<file path="config.mk">
export PLATFORM = sky130hd
export DESIGN_NAME = fir_coeff_loader
export DESIGN_NICKNAME = d
export VERILOG_FILES = /design/src/rtl/fir_coeff_pkg.sv /design/src/rtl/fir_coeff_ram_if.sv /design/src/rtl/fir_coeff_loader.sv
export SDC_FILE = /design/constraint.sdc
export NUM_CORES = 1
export LEC_CHECK = 0
export BUFFER_PORTS_ARGS = -buffer_cell sky130_fd_sc_hd__buf_2
export CORE_MARGIN = 3
export CORE_UTILIZATION = 49
export CTS_CLUSTER_DIAMETER = 50
export DETAILED_ROUTE_END_ITERATION = 10
export PLACE_DENSITY = 0.83
export SLEW_MARGIN = 10
export SYNTH_ARGS = -nofsm -noshare
export SYNTH_HDL_FRONTEND = slang
export SYNTH_SLANG_ARGS = --single-unit
</file>
<file path="constraint.sdc">
create_clock -name iClk_12M -period 1.85 [get_ports iClk_12M]
set_input_delay 0.185 -clock iClk_12M [delete_from_list [all_inputs] [get_ports iClk_12M]]
set_output_delay 0.185 -clock iClk_12M [all_outputs]
set_load 0.03 [all_outputs]
</file>
<file path="src/rtl/fir_coeff_pkg.sv">
// fir_coeff_pkg: shared constants, state type and address helper for the FIR
// coefficient loader and its RAM bus register stage.
package fir_coeff_pkg;

  localparam int unsigned NUM_TAPS  = 33;  // coefficients per load
  localparam int unsigned BASE_ADDR = 2;   // RAM address of tap 1
  localparam int unsigned DATA_W    = 16;  // coefficient width
  localparam int unsigned ADDR_W    = 6;   // RAM address width

  // StCheck is only reachable when COEFF_CHECKSUM_EN is defined.
  typedef enum logic [2:0] {
    StIdle  = 3'd0,
    StWrite = 3'd1,
    StRead  = 3'd2,
    StDone  = 3'd3,
    StCheck = 3'd4
  } loaderState_t;

  // RAM address of zero-based tap k (unsigned, wraps at ADDR_W bits).
  function automatic logic [ADDR_W-1:0] tapAddr(input logic [ADDR_W-1:0] k);
    return ADDR_W'(BASE_ADDR) + k;
  endfunction

endpackage

</file>
<file path="src/rtl/fir_coeff_ram_if.sv">
// fir_coeff_ram_if: registers the coefficient-RAM bus from the loader FSM's
// per-cycle command. With no command the bus is driven idle (deselected, read,
// address and data zero).
//
// Ports:
//   iClk_12M  - system clock
//   iRsn      - asynchronous active-low reset
//   iCmdEn    - a RAM access is requested this cycle
//   iCmdWr    - 1 = write access, 0 = read access
//   iCmdAddr  - access address
//   iCmdData  - write data (ignored for reads)
//   oCsnRam   - registered chip select, active low
//   oWrnRam   - registered write enable, active low
//   oAddrRam  - registered address
//   oWrDtRam  - registered write data
module fir_coeff_ram_if
  import fir_coeff_pkg::*;
(
  input  logic              iClk_12M,
  input  logic              iRsn,
  input  logic              iCmdEn,
  input  logic              iCmdWr,
  input  logic [ADDR_W-1:0] iCmdAddr,
  input  logic [DATA_W-1:0] iCmdData,
  output logic              oCsnRam,
  output logic              oWrnRam,
  output logic [ADDR_W-1:0] oAddrRam,
  output logic [DATA_W-1:0] oWrDtRam
);

  always_ff @(posedge iClk_12M or negedge iRsn) begin
    if (!iRsn) begin
      oCsnRam  <= 1'b1;
      oWrnRam  <= 1'b1;
      oAddrRam <= '0;
      oWrDtRam <= '0;
    end else if (iCmdEn) begin
      oCsnRam  <= 1'b0;
      oWrnRam  <= ~iCmdWr;
      oAddrRam <= iCmdAddr;
      oWrDtRam <= iCmdWr ? iCmdData : '0;
    end else begin
      oCsnRam  <= 1'b1;
      oWrnRam  <= 1'b1;
      oAddrRam <= '0;
      oWrDtRam <= '0;
    end
  end

endmodule

</file>
<file path="src/rtl/fir_coeff_loader.sv">
// fir_coeff_loader: accepts NUM_TAPS signed coefficients over a valid/ready
// stream, writes them to the FIR coefficient SRAM at BASE_ADDR.., then sweeps
// the same addresses with 2-cycle reads so the filter latches every tap.
// The update flag covers the whole write+read sequence.
//
// Optional feature: define COEFF_CHECKSUM_EN to accept one extra word after
// the coefficients; it must equal their modulo-2^16 sum, otherwise oErr is set
// and the read sweep is skipped. Without the macro oErr is tied low.
//
// Ports:
//   iClk_12M          - system clock
//   iRsn              - asynchronous active-low reset
//   iLoadStart        - start request, honoured only when idle
//   iAbort            - synchronous abort to idle from any state
//   iCoeffValid       - coefficient word valid
//   iCoeffDt          - coefficient word
//   oCoeffReady       - loader accepts a word this cycle
//   oCoeffiUpdateFlag - high for the whole write+read sequence
//   oCsnRam/oWrnRam/oAddrRam/oWrDtRam - registered coefficient-RAM bus
//   oBusy             - high whenever the loader is not idle
//   oDone             - one-cycle pulse when a load completes
//   oErr              - sticky checksum error, cleared by the next load start
module fir_coeff_loader
  import fir_coeff_pkg::*;
(
  input  logic              iClk_12M,
  input  logic              iRsn,
  input  logic              iLoadStart,
  input  logic              iAbort,
  input  logic              iCoeffValid,
  input  logic [DATA_W-1:0] iCoeffDt,
  output logic              oCoeffReady,
  output logic              oCoeffiUpdateFlag,
  output logic              oCsnRam,
  output logic              oWrnRam,
  output logic [ADDR_W-1:0] oAddrRam,
  output logic [DATA_W-1:0] oWrDtRam,
  output logic              oBusy,
  output logic              oDone,
  output logic              oErr
);

  localparam logic [ADDR_W-1:0] LastTap = ADDR_W'(NUM_TAPS - 1);

  if (BASE_ADDR + NUM_TAPS - 1 > (2 ** ADDR_W) - 1) begin : gAddrRangeCheck
    $error("fir_coeff_loader: coefficient addresses exceed the RAM address range");
  end

  loaderState_t      stateQ, stateD;
  logic [ADDR_W-1:0] kQ, kD;
  logic              phaseQ, phaseD;   // second cycle of a 2-cycle tap read
  logic              readyQ, activeQ, doneQ;
  logic              handshake;

  logic              cmdEn, cmdWr;
  logic [ADDR_W-1:0] cmdAddr;
  logic [DATA_W-1:0] cmdData;

`ifdef COEFF_CHECKSUM_EN
  logic [DATA_W-1:0] sumQ, sumD;
  logic              errQ, errD;
`endif

  assign handshake = iCoeffValid && readyQ;

  always_comb begin
    stateD  = stateQ;
    kD      = kQ;
    phaseD  = phaseQ;
    cmdEn   = 1'b0;
    cmdWr   = 1'b0;
    cmdAddr = '0;
    cmdData = '0;
`ifdef COEFF_CHECKSUM_EN
    sumD    = sumQ;
    errD    = errQ;
`endif

    unique case (stateQ)
      StIdle: begin
        if (iLoadStart) begin
          stateD = StWrite;
          kD     = '0;
          phaseD = 1'b0;
`ifdef COEFF_CHECKSUM_EN
          sumD   = '0;
          errD   = 1'b0;
`endif
        end
      end

      StWrite: begin
        if (handshake) begin
          cmdEn   = 1'b1;
          cmdWr   = 1'b1;
          cmdAddr = tapAddr(kQ);
          cmdData = iCoeffDt;
`ifdef COEFF_CHECKSUM_EN
          sumD    = sumQ + iCoeffDt;
`endif
          if (kQ == LastTap) begin
            kD     = '0;
            phaseD = 1'b0;
`ifdef COEFF_CHECKSUM_EN
            stateD = StCheck;
`else
            stateD = StRead;
`endif
          end else begin
            kD = kQ + ADDR_W'(1);
          end
        end
      end

`ifdef COEFF_CHECKSUM_EN
      StCheck: begin
        if (handshake) begin
          if (iCoeffDt != sumQ) begin
            errD   = 1'b1;
            stateD = StDone;
          end else begin
            stateD = StRead;
          end
        end
      end
`endif

      StRead: begin
        // Address is held two cycles so the synchronous RAM read lands
        // before the filter latches the tap.
        cmdEn   = 1'b1;
        cmdAddr = tapAddr(kQ);
        phaseD  = ~phaseQ;
        if (phaseQ) begin
          if (kQ == LastTap) begin
            kD     = '0;
            stateD = StDone;
          end else begin
            kD = kQ + ADDR_W'(1);
          end
        end
      end

      StDone: stateD = StIdle;

      default: stateD = StIdle;
    endcase

    if (iAbort) begin
      stateD  = StIdle;
      cmdEn   = 1'b0;
      cmdWr   = 1'b0;
      cmdAddr = '0;
      cmdData = '0;
    end
  end

  // Status outputs are registered from the next state so they line up with
  // the state itself; the RAM bus lags its command by one register stage.
  always_ff @(posedge iClk_12M or negedge iRsn) begin
    if (!iRsn) begin
      stateQ  <= StIdle;
      kQ      <= '0;
      phaseQ  <= 1'b0;
      readyQ  <= 1'b0;
      activeQ <= 1'b0;
      doneQ   <= 1'b0;
    end else begin
      stateQ  <= stateD;
      kQ      <= kD;
      phaseQ  <= phaseD;
      readyQ  <= (stateD == StWrite) || (stateD == StCheck);
      activeQ <= (stateD != StIdle);
      doneQ   <= (stateQ == StDone) && !iAbort;
    end
  end

`ifdef COEFF_CHECKSUM_EN
  always_ff @(posedge iClk_12M or negedge iRsn) begin
    if (!iRsn) begin
      sumQ <= '0;
      errQ <= 1'b0;
    end else begin
      sumQ <= sumD;
      errQ <= errD;
    end
  end
  assign oErr = errQ;
`else
  assign oErr = 1'b0;
`endif

  assign oCoeffReady       = readyQ;
  assign oCoeffiUpdateFlag = activeQ;
  assign oBusy             = activeQ;
  assign oDone             = doneQ;

  fir_coeff_ram_if uRamIf (
    .iClk_12M (iClk_12M),
    .iRsn     (iRsn),
    .iCmdEn   (cmdEn),
    .iCmdWr   (cmdWr),
    .iCmdAddr (cmdAddr),
    .iCmdData (cmdData),
    .oCsnRam  (oCsnRam),
    .oWrnRam  (oWrnRam),
    .oAddrRam (oAddrRam),
    .oWrDtRam (oWrDtRam)
  );

endmodule

</file>
---- Word-level counts from Yosys, hierarchy flattened ----
Cells that the tools add are included.
operators by class
  muxes and demuxes ....................... 32
  reductions and logical operators ........ 9
  $add $sub $neg .......................... 2
  equality and inequality tests ........... 10
  bitwise logic cells ..................... 2
operator list
  kind                   number
  $mux W16               5
  $mux W6                7
  $mux W3                6
  $pmux W6 S3            1
  $pmux W6 S2            1
  $mux W1                9
  $pmux W3 S3            1
  $ne A2 B2 Y1 const B   4
  $reduce_and A4 Y1      2
  $add A2 B6 Y6 const A  1
  $add A6 B1 Y6 const B  1
  $eq A3 B1 Y1 const B   2
  $eq A3 B2 Y1 const B   2
  $eq A6 B6 Y1 const B   1
  $reduce_bool A3 Y1     2
  $eq A3 B3 Y1 const B   1
  $logic_not A3 Y1       1
  $pmux W1 S3            1
  $logic_and A1 B1 Y1    2
  $not A1 Y1             2
  $pmux W1 S2            1
  $logic_not A1 Y1       1
  $logic_or A1 B1 Y1     1
word-level totals
  output and inout port bits .............. 29
  input bits .............................. 21
  register bits ........................... 37
  word-level logic and storage cells ...... 65

---- Logic depth before layout (Yosys ltp) ----
  depth after elaboration ................. 7
  gate-level depth with buffers ........... 7
  depth with buffers taken out ............ 6

---- Cells and area by module ----
Synthesis repeated with hierarchy kept, for this count alone.
unflattened totals
  cells, all modules ...................... 163
  area, all modules ....................... 1,774.2 µm²
modules (own cells, without submodules)
  module            seq. area each (µm²)  cells each  instances  area each (µm²)
  fir_coeff_loader  325.3                 112         1          996.0
  fir_coeff_ram_if  603.1                 51          1          778.2

---- Worst setup path before layout ----
Ideal clock, no wire load.
  path kind ............................... reg-to-reg
  start point ............................. register kQ[0]
  end point ............................... register kQ[5]
  path buffers ............................ 0
  stages on the path, launching flop included .. 7
  clock period less this slack ............ 1.681 ns
  arrival ................................. 1.580 ns
  library setup time ...................... 0.101 ns
  data required time ...................... 1.749 ns
  path slack .............................. 0.169 ns
  cells stage by stage .................... dfrtp_1 -> inv_1 -> ha_1 -> and4bb_2 -> a211oi_4 -> nand3b_4 -> o311ai_2
on the way
  cells in the longest elaborated chain, start to end .. 4
  elaborated cells on any way between the ends .. 6
  those cells by class .................... add/sub (1); eq/ne (1); mux (4)
ends and longest elaborated chain
  item                                           line                                              RTL
  start: declaration                             fir_coeff_loader.sv:50                            logic [ADDR_W-1:0] kQ, kD;
  start signal: assignment                       fir_coeff_loader.sv:170                           kQ <= kD;
  $add A6 B1 Y6 or $eq A6 B6 Y1 (tied branches)  n/a
  $mux W6 *                                      fir_coeff_loader.sv:101, fir_coeff_loader.sv:135
  $mux W6 (on tied branches)                     fir_coeff_loader.sv:134, fir_coeff_loader.sv:93
  $pmux W6 S3 *                                  fir_coeff_loader.sv:79                            unique case (stateQ)
Mark *: on every way between the ends. The rest lies on a longest branch, timed or not. The select of a mux whose other input is x is not followed.
A chain may end at the register's enable or synchronous reset.

---- Final worst setup path ----
Ends and elaborated chain as after synthesis.

==> run_results.csv <==
group,metric,value,unit
worst_hold_path,hold_path_startpoint,"iCoeffDt[11]",
floorplan,rows,19,
floorplan,die_w,62.5,µm
power,p_int,1.03,mW
worst_hold_path,whs_path_depth,2,
cells_and_area,fin_util,66.7,%
floorplan,die_y,62.5,µm
yosys,syn_avg_cell_area,11.6,µm²
cells_and_area,drive_gt1_share,36.1,%
power,power.leakage,1.05,nW
setup_path,crit_fanout,5,
yosys,synth_edf_count,0,
cells_and_area,nets,215,
global_route,grt.total_usage,16.3,%
floorplan,io_pins,50,
global_route,antenna_found_initial,0,
timing,hold_viol_final,0,
setup_path,reg2reg_from,"kQ[0]",
global_route,first_global_vias,1128,
detailed_routing,drtAntennaViolNets,0,
clocking,insertion_delay,0.33,ns
yosys,ys_seq_area_share,59.4,%
setup_path,worstPathRequired,2.09,ns
power,p_per_area,682,nW/µm²
clocking,cts_tree,"yes",
timing,tightest_slew,0.766,ns
cells_and_area,final_cell_mix,"48 x buf_2, 35 x dfrtp_1, 18 x and2_1",
worst_hold_path,hold_path_end,"uRamIf.oWrDtRam[11]",
timing,skew,0.0118,ns
cells_and_area,fillers,246,
cells_and_area,areaGrowthSynthToFinish,23.9,%
power,p_switching,0.288,mW
detailed_routing,dr.pass1.iters,4,
timing,fin_crit_sh,93.7,%
yosys,synthFlopType,"dfrtp_1",
global_route,overflow,0,
run,cap_violations,0,
timing,fin_hold_ws,0.0591,ns
placed_design,hpwl,2110,µm
floorplan,die_area,3900,µm²
detailed_routing,remaining_drc_errors,0,
power,seq_power_share,62.4,%
yosys,synth_area,1560,µm²
clocking,clkSinkCount,37,
setup_path,r2r_slack,0.12,ns
setup_path,r2r-end,"kQ[5]",
timing,tns,0,ns
yosys,ys_ff_latch,37,
global_route,grt_max_degree,38,
timing,max_slew_margin,48.9,%
placed_design,gp_congestion,0.965,
power,power_frac_clock,30.8,%
setup_path,critPathKind,"reg -> reg",
setup_path,reg2regPathDepth,6,
detailed_routing,vias_per_cell,4.89,
yosys,synth_cells,135,
power,p_comb_share,6.7,%
yosys,yosys_warnings,0,
status,status,"finished clean",
cells_and_area,fin_cells,233,
setup_path,startpoint_type,"register",
detailed_routing,routed_wl,2890,µm
timing,max_freq,0.577,GHz
clocking,cts_buffer_depth,2,
timing,fin_crit,1.73,ns
clocking,cts-root-buf,"clkbuf_4",
global_route,grt_pass1_wl,4940,µm
placed_design,port_buffers,48,
setup_path,cp-end-kind,"register",
power,peakVddDrop,0.564,mV
yosys,async_flop_share,100,%
power,finalPower,1.32,mW
worst_hold_path,min_path_type,"in -> reg",
yosys,yosysUniqueCellTypes,37,
timing,setup_viol,0,
cells_and_area,antenna_cells,0,
timing,slew_viol_final,0,
cells_and_area,layout_commonest_cell,"buf_2",
floorplan,core_area,2900,µm²
clocking,clk_pin_slew,0.10,ns
clocking,cts_buffers,5,
detailed_routing,vias,1140,
placed_design,placed_cells,221,
clocking,htreeDepth,2,
detailed_routing,wl_per_cell,12.4,µm
floorplan,initial_core_util,53.9,%
timing,grt_setup_unrepaired,"false",
setup_path,cp.arrival,1.97,ns
detailed_routing,drtIter0Drc,52,
power,sw_frac_of_total,21.8,%
## cells in the mapped netlist, drive strengths merged, types with 2 or more instances
cell type  count  area (µm²)
nor3           4        20.0
a211oi         2        27.5
nand2          2        7.51
and3           4        25.0
dfrtp         35         876
mux2i          2        20.0
dfstp          2        52.6
ha             3        37.5
a21oi          3        15.0
o31ai          2        15.0
o311ai         2        32.5
and2          19         120
o21ai          3        15.0
buf            7        40.0
inv           10        37.5
nand3          7        35.0
xnor2          3        26.3
nor2          10        37.5
## worst max-delay path, cell delays in order, from the launching register on
cell and delay, ns:
dfrtp_1 0.42, inv_2 0.08, ha_1 0.19, and4bb_2 0.24
a211oi_4 0.31, nand3b_4 0.14, o311ai_2 0.26
## flip-flops by register name, indices dropped and copies added, names as in the netlist
signal / cells
stateQ: 3
oDone: 1
oBusy: 1
uRamIf.oWrnRam: 1
phaseQ: 1
uRamIf.oWrDtRam: 16
oCoeffReady: 1
kQ: 6
uRamIf.oAddrRam: 6
uRamIf.oCsnRam: 1
## per-stage QoR
step | setup slack, ns | cell area [µm²]
2_1_floorplan | 0.169 | 1570
3_3_place_gp | 0.120 | 1840
3_5_place_dp | 0.0497 | 1840
4_1_cts | 0.0274 | 1900
5_1_grt | 0.00711 | 1940
6_report | 0.117 | 1940
## layer usage
metal  GRT usage (%)  routed length, µm  vias up
li1                -                  -      562
met1            18.9               1190      536
met2            26.0               1460       40
met3            7.37                214        2
met4            6.89                 17        0
met5               0                  0        -
## repair_timing
| action | in CTS | in global routing |
|---|---|---|
| setup buffers | 0 | 3 |
| resized for setup | 0 | 1 |
| setup endpoints to repair | 0 | 4 |
| endpoints found under the hold margin | 35 | 1 |
| hold buffers | 1 | 1 |
## logic make-up after synthesis
family	count (synthesis)	share of synthesized area (%)
xor gates and xnor gates	4	2.24
muxes	2	1.28
buffers and inverters	18	5.20
adders and majority gates	3	2.40
other	1	0.240
AOI/OAI and AO/OA	19	10.2
DFF	37	59.4
and+or+nand+nor	51	19.0
## how the worst max path moves through the flow
stage	from	to	slack (ns)	cells after the start
floorplan	kQ[0]	kQ[5]	0.17	6
global placement	kQ[0]	kQ[5]	0.12	6
detailed placement	kQ[0]	kQ[5]	0.05	6
CTS	kQ[0]	kQ[5]	0.03	6
global route	kQ[0]	kQ[5]	0.007	6
finish	kQ[0]	kQ[5]	0.12	6
## power groups by stage
stage | Clock, mW | Sequential (mW) | Combinational, mW
4_1_cts | 0.420 | 0.824 | 0.0840
3_5_place_dp | 0 | 0.840 | 0.0819
6_report | 0.407 | 0.824 | 0.0890
3_3_place_gp | 0 | 0.839 | 0.0800
2_1_floorplan | 0 | 0.840 | 0.0404
5_1_grt | 0.476 | 0.826 | 0.0994
## cell type report
| class | instances | area, µm² | area share [%] |
|---|---|---|---|
| flip-flops and latches | 37 | 928 | 48.0 |
| inverters | 10 | 37.5 | 1.94 |
| clock buffers | 7 | 55.1 | 2.84 |
| repair buffers | 56 | 305 | 15.8 |
| well taps | 42 | 52.6 | 2.71 |
| multi-input cells | 81 | 557 | 28.8 |
(Power assumes the default switching activity.)
